### src/rtl/cog_hub_port.sv
// Cog-side hub bus initiator: one hub transaction per cog request, with select-gated bus outputs.
// Optional ack timeout enabled by defining COG_HUB_TIMEOUT_EN.
module cog_hub_port #(
    parameter int TIMEOUT_W = 6
) (
    input  logic        clk_cog,
    input  logic        nres,
    input  logic        ena_bus,
    input  logic        req,
    input  logic        op_w,
    input  logic [1:0]  op_s,
    input  logic [15:0] op_a,
    input  logic [31:0] op_d,
    input  logic        run,
    output logic        busy,
    output logic        done,
    output logic [31:0] res_q,
    output logic        res_c,
    output logic        err,
    input  logic        bus_sel_n,
    output logic        bus_r,
    output logic        bus_e,
    output logic        bus_w,
    output logic [1:0]  bus_s,
    output logic [15:0] bus_a,
    output logic [31:0] bus_d,
    input  logic        bus_ack,
    input  logic [31:0] bus_q,
    input  logic        bus_c
);

    typedef enum logic [1:0] {
        IDLE = 2'd0,
        REQ  = 2'd1,
        DONE = 2'd2
    } state_t;

    state_t state_q, state_d;

    logic        hold_w_q;
    logic [1:0]  hold_s_q;
    logic [15:0] hold_a_q;
    logic [31:0] hold_d_q;
    logic        run_q;
    logic [31:0] resq_q;
    logic        resc_q;

    logic in_req;
    logic accept;
    logic ack_ok;
    logic tmo;
    logic gate;

    assign in_req = (state_q == REQ);
    assign accept = (state_q == IDLE) & req;
    assign ack_ok = in_req & ena_bus & bus_ack;

`ifdef COG_HUB_TIMEOUT_EN
    localparam logic [TIMEOUT_W-1:0] CNT_LAST = {TIMEOUT_W{1'b1}} - TIMEOUT_W'(1);

    logic [TIMEOUT_W-1:0] cnt_q;
    logic                 err_q;

    // Terminal count is reached on the slot that would make the counter all-ones.
    assign tmo = in_req & ena_bus & ~bus_ack & (cnt_q == CNT_LAST);

    always_ff @(posedge clk_cog or negedge nres) begin
        if (!nres) begin
            cnt_q <= '0;
            err_q <= 1'b0;
        end else begin
            if (accept) begin
                cnt_q <= '0;
            end else if (in_req && ena_bus) begin
                cnt_q <= cnt_q + TIMEOUT_W'(1);
            end
            if (ack_ok) begin
                err_q <= 1'b0;
            end else if (tmo) begin
                err_q <= 1'b1;
            end
        end
    end

    assign err = err_q;
`else
    assign tmo = 1'b0;
    assign err = 1'b0;
`endif

    always_comb begin
        state_d = state_q;
        unique case (state_q)
            IDLE:    if (req) state_d = REQ;
            REQ:     if (ack_ok || tmo) state_d = DONE;
            DONE:    state_d = IDLE;
            default: state_d = IDLE;
        endcase
    end

    always_ff @(posedge clk_cog or negedge nres) begin
        if (!nres) begin
            state_q <= IDLE;
            resq_q  <= '0;
            resc_q  <= 1'b0;
        end else begin
            state_q <= state_d;
            if (ack_ok) begin
                resq_q <= bus_q;
                resc_q <= bus_c;
            end else if (tmo) begin
                resq_q <= '0;
                resc_q <= 1'b0;
            end
        end
    end

    // Holding registers need no reset: they are only visible through the REQ gate.
    always_ff @(posedge clk_cog) begin
        if (accept) begin
            hold_w_q <= op_w;
            hold_s_q <= op_s;
            hold_a_q <= op_a;
            hold_d_q <= op_d;
            run_q    <= run;
        end
    end

    assign gate  = bus_sel_n & in_req;
    assign bus_e = gate;
    assign bus_r = gate & run_q;
    assign bus_w = gate & hold_w_q;
    assign bus_s = {2{gate}} & hold_s_q;
    assign bus_a = {16{gate}} & hold_a_q;
    assign bus_d = {32{gate}} & hold_d_q;

    assign busy  = (state_q != IDLE);
    assign done  = (state_q == DONE);
    assign res_q = resq_q;
    assign res_c = resc_q;

endmodule
### config.mk
export PLATFORM = sky130hd
export DESIGN_NAME = cog_hub_port
export DESIGN_NICKNAME = d
export VERILOG_FILES = /design/src/rtl/cog_hub_port.sv
export SDC_FILE = /design/constraint.sdc
export NUM_CORES = 1
export LEC_CHECK = 0
export ABC_AREA = 1
export BUFFER_PORTS_ARGS = -buffer_cell sky130_fd_sc_hd__buf_2
export CAP_MARGIN = 40
export CELL_PAD_IN_SITES_DETAIL_PLACEMENT = 1
export CELL_PAD_IN_SITES_GLOBAL_PLACEMENT = 2
export CORE_MARGIN = 1
export CORE_UTILIZATION = 28
export DETAILED_ROUTE_END_ITERATION = 6
export PLACE_DENSITY_LB_ADDON = 0.1
export SYNTH_ARGS = -nofsm -noshare
export SYNTH_HDL_FRONTEND = slang
export SYNTH_SLANG_ARGS = --single-unit
### constraint.sdc
create_clock -name clk_cog -period 9.5 [get_ports clk_cog]
set_clock_uncertainty 0.05 [all_clocks]
set_input_delay 1.9 -clock clk_cog [delete_from_list [all_inputs] [get_ports clk_cog]]
set_output_delay 1.9 -clock clk_cog [all_outputs]
set_load 0.1 [all_outputs]
After elaboration in Yosys (flattened, before gate mapping)
Index checks and enable logic that the tools add are counted.
Word-level totals
  register bits: 87
  input port bits: 91
  word-level logic and storage cells: 27
  output and inout port bits: 89
Cells by class
  eq/ne operators: 4
  reductions and logical operators: 3
  bitwise logic cells: 9
  multiplexer cells: 3
Operator list (number)
  $and 32x32->32: 1
  $and 16x16->16: 1
  $and 1x1->1: 6
  $mux 2: 2
  $pmux 2 s2: 1
  $and 2x2->2: 1
  $eq 2x1->1 const B: 1
  $eq 2x2->1 const B: 1
  $logic_not 2->1: 1
  $ne 2x1->1 const B: 1
  $ne 2x2->1 const B: 1
  $reduce_and 2->1: 1
  $reduce_bool 2->1: 1

Depth between registers and ports, before layout
  depth in word-level cells: 5
  gate-level depth with buffers: 6
  depth with buffers taken out: 5

Least setup slack after synthesis
No wires, ideal clock.
  kind: in2out
  start point: in bus_sel_n
  end point: out bus_d[19]
  arrival time: 3.377 ns
  cell stages on the path: 3
  path slack: 4.173 ns
  required time: 7.550 ns
  path through: nand2_4 -> buf_6 -> nor2_1
Between the ends
  longest elaborated chain between the ends: 2
Ends and longest elaborated chain
  start, declared: RTL line 20  | input logic bus_sel_n,
  $and 1x1->1: RTL line 129  | assign gate = bus_sel_n & in_req;
  $and 32x32->32: RTL line 135  | assign bus_d = {32{gate}} & hold_d_q;
  end, declared: RTL line 26  | output logic [31:0] bus_d,
No other way between the ends.

Worst setup path in the final report
  start point: in bus_sel_n
  end point: out bus_d[14]
Same word-level chain as after synthesis.

==> summary.txt <==
Setup path
  – Slowest CP cell: buf_2
  – R2R cell count: 4
  – WP data required: 7550 ps
  – CP startpoint kind: input port
  – Crit-path cells: buf_2 > nand2_4 > nor2_1 > buf_2
  – R2R Setup Slk: 7790 ps
  – Crit path depth: 4
  – Crit path top cell by count: buf_2
  – CP peak stage delay: 470 ps
  – Crit path kind: in -> out
  – Critical path buffers and inverters: 2
  – Crit-path max FO: 53
  – Crit path max-delay family: buffers and inverters
  – Critical Path AT: 3040 ps
  – CP Capture Type: output port

CTS
  – CTS Buf Count: 9
  – CTS tree: built
  – Worst skew pair latency: 330 ps
  – Clock slew at reported path FFs: 60 ps
  – Clk sink count: 87
  – Max H-tree Level: 3
  – Postcts setup bufs: 0
  – Hold buffers post-CTS: 0
  – Post-CTS sizing: 0
  – Clock Tree Buf Depth: 2
  – CTS Root Cell: clkbuf_16

STA
  – Final setup viols: 0
  – RSZ-0062 raised after global routing: false
  – Fin. Hold Viols: 0
  – Final Max Slew Viols: 0
  – Slew HR: 55.4%
  – FMAX: 200 MHz
  – Post-layout minimum cycle time: 4990 ps
  – Final period utilization: 52.6%
  – Worst Max-Slew Pin Slew: 669 ps
  – Total Neg Setup Slack: 0 ps

Placed design
  – # port buffers: 178
  – Hpwl dp: 6380 um
  – Routability cong.: 0.674

GRT
  – GRT Residual Overflow: 0
  – Vias in the first global route: 2,692
  – Initial antenna violation count: 0
  – Largest net degree at the start of global routing: 54
  – First-pass GRT wire length: 13,900 um
  – Total GRT Usage: 14.4%

Synthesis
  – Net Count, Synth: 412
  – Unique masters post-synth: 14
  – Cell count after synthesis: 321
  – Primary FF master, synth: edfxtp_1
  – Async S/R FF share, synth: 40.2%
  – Synth top cells by count: nand2_1, inv_1, nor2_1, edfxtp_1, dfrtp_1
  – YS warnings: 0
  – #FFs+latches synth: 87
  – Cell taking the most area after synthesis: edfxtp_1
  – Most common cell in the netlist: nand2_1
  – Mean Syn Cell Area: 10.8 sq um
  – Seq/Total Area, Yosys: 70.3%
  – Number of synthesized flops with an enable pin: 52
  – Post-synth top area share: 45.0%
  – Synthesized cell area: 3470 sq um
  – Area contributors post-synth: edfxtp_1, dfrtp_1, nand2_1

Detailed routing
  – DR DRC count: 0
  – Vias/cell: 4.06
  – Vias: 2,720
  – DRT Wirelength: 9020 um
  – Drt wl/cell: 13.5 um
  – DR iter-0 viols: 91
  – Final ANT Viol Nets: 0
  – Pre-Repair DR Iteration Count: 4

Run status
  – Status: finished, final reports clean

Floorplan
  – Top-level port count: 180
  – Die area: 12,800 sq um
  – Core area: 12,100 sq um
  – Initial Utilization: 28.8%
  – Die height: 113 um
  – Cell Rows: 40
  – Die width: 113 um

Finish
  – Share of cells above drive strength 1: 39.4%
  – Multi-input logic area: 686 sq um
  – Final net count: 588
  – Antenna Cells: 0
  – Synth-to-layout area growth: 36.3%
  – Reg area: 2440 sq um
  – Fill cells: 1,392

Run
  – Total of max-cap violations: 0

Min path
  – Min-Delay Path Class: reg -> reg
  – WHS Path Cells: 2
==> layer usage <==
metal  part of all wire, %  GRT usage, %  wire, um  vias to the layer above
met1                    45          18.0      4020                     1266
met3                   7.0          4.28       633                       11
met4                   1.8          7.28       165                        0
met2                    47          22.8      4200                      109
li1                      -             -         -                     1334
met5                     0             0         0                        -
==> final timing paths <==
kind / to / from
worst max-delay path: bus_d[14] / bus_sel_n
min in group asynchronous: res_q[2] / nres
worst max register to register: hold_d_q[29] / state_q[1]
max in group asynchronous: res_q[23] / nres
worst min register to register: res_q[3] / res_q[3]
worst min-delay path: res_q[3] / res_q[3]
==> worst reg2reg max path, cell delays in order, from the launching register on <==
cell and delay, ps:
dfrtp_1 440, inv_1 90, nand2_1 110, nor2_4 90, buf_4 540
==> flip-flops by register name (all words and copies together) (netlist names) <==
register,cells
hold_a_q,16
res_q,32
hold_d_q,32
hold_s_q,2
hold_w_q,1
run_q,1
state_q,2
res_c,1
==> per-stage QoR <==
stage | util, % | instances | hold slack, ps | area [sq um] | worst slack (ps)
finish | 39.2 | 670 | 416 | 4730 | 4510
global route | 39.2 | 670 | 442 | 4730 | 4420
CTS | 39.2 | 670 | 420 | 4730 | 4490
detailed placement | 37.1 | 654 | 406 | 4470 | 4490
global placement | 36.9 | 653 | 399 | 4450 | 4500
floorplan | - | 321 | 591 | 3470 | 4170
==> area by class of cell <==
cell class,instances,share of cell area (%)
Multi-Input combinational cell,161,14.5
Clock inverter,5,0.529
Tap cell,168,4.45
Sequential cell,87,51.6
Inverter,58,4.61
Timing Repair Buffer,180,19.4
Clock buffer,11,4.92
==> cells in the final DEF (no fill, tap or decap) <==
cell / count
clkinvlp_4: 1
buf_2: 178
dfrtp_1: 35
clkinv_2: 2
conb_1: 1
clkinv_1: 2
clkbuf_16: 9
edfxtp_1: 52
inv_2: 2
buf_12: 1
buf_4: 1
nand2_4: 2
nand3_1: 33
clkbuf_1: 2
o21ai_0: 1
nor2_1: 53
nor2_4: 1
inv_1: 56
nor2_8: 1
nand2_1: 69
==> logic make-up after synthesis <==
group	after synthesis	share of synthesized area, %
compound gates	1	0.144
other cells	1	0.108
simple gates	159	19.3
buf+inv	73	10.2
flops	87	70.3
Power is left out: the tool's default activity adds up to more than one toggle a clock period on the data nets, which glitch-free logic cannot reach.
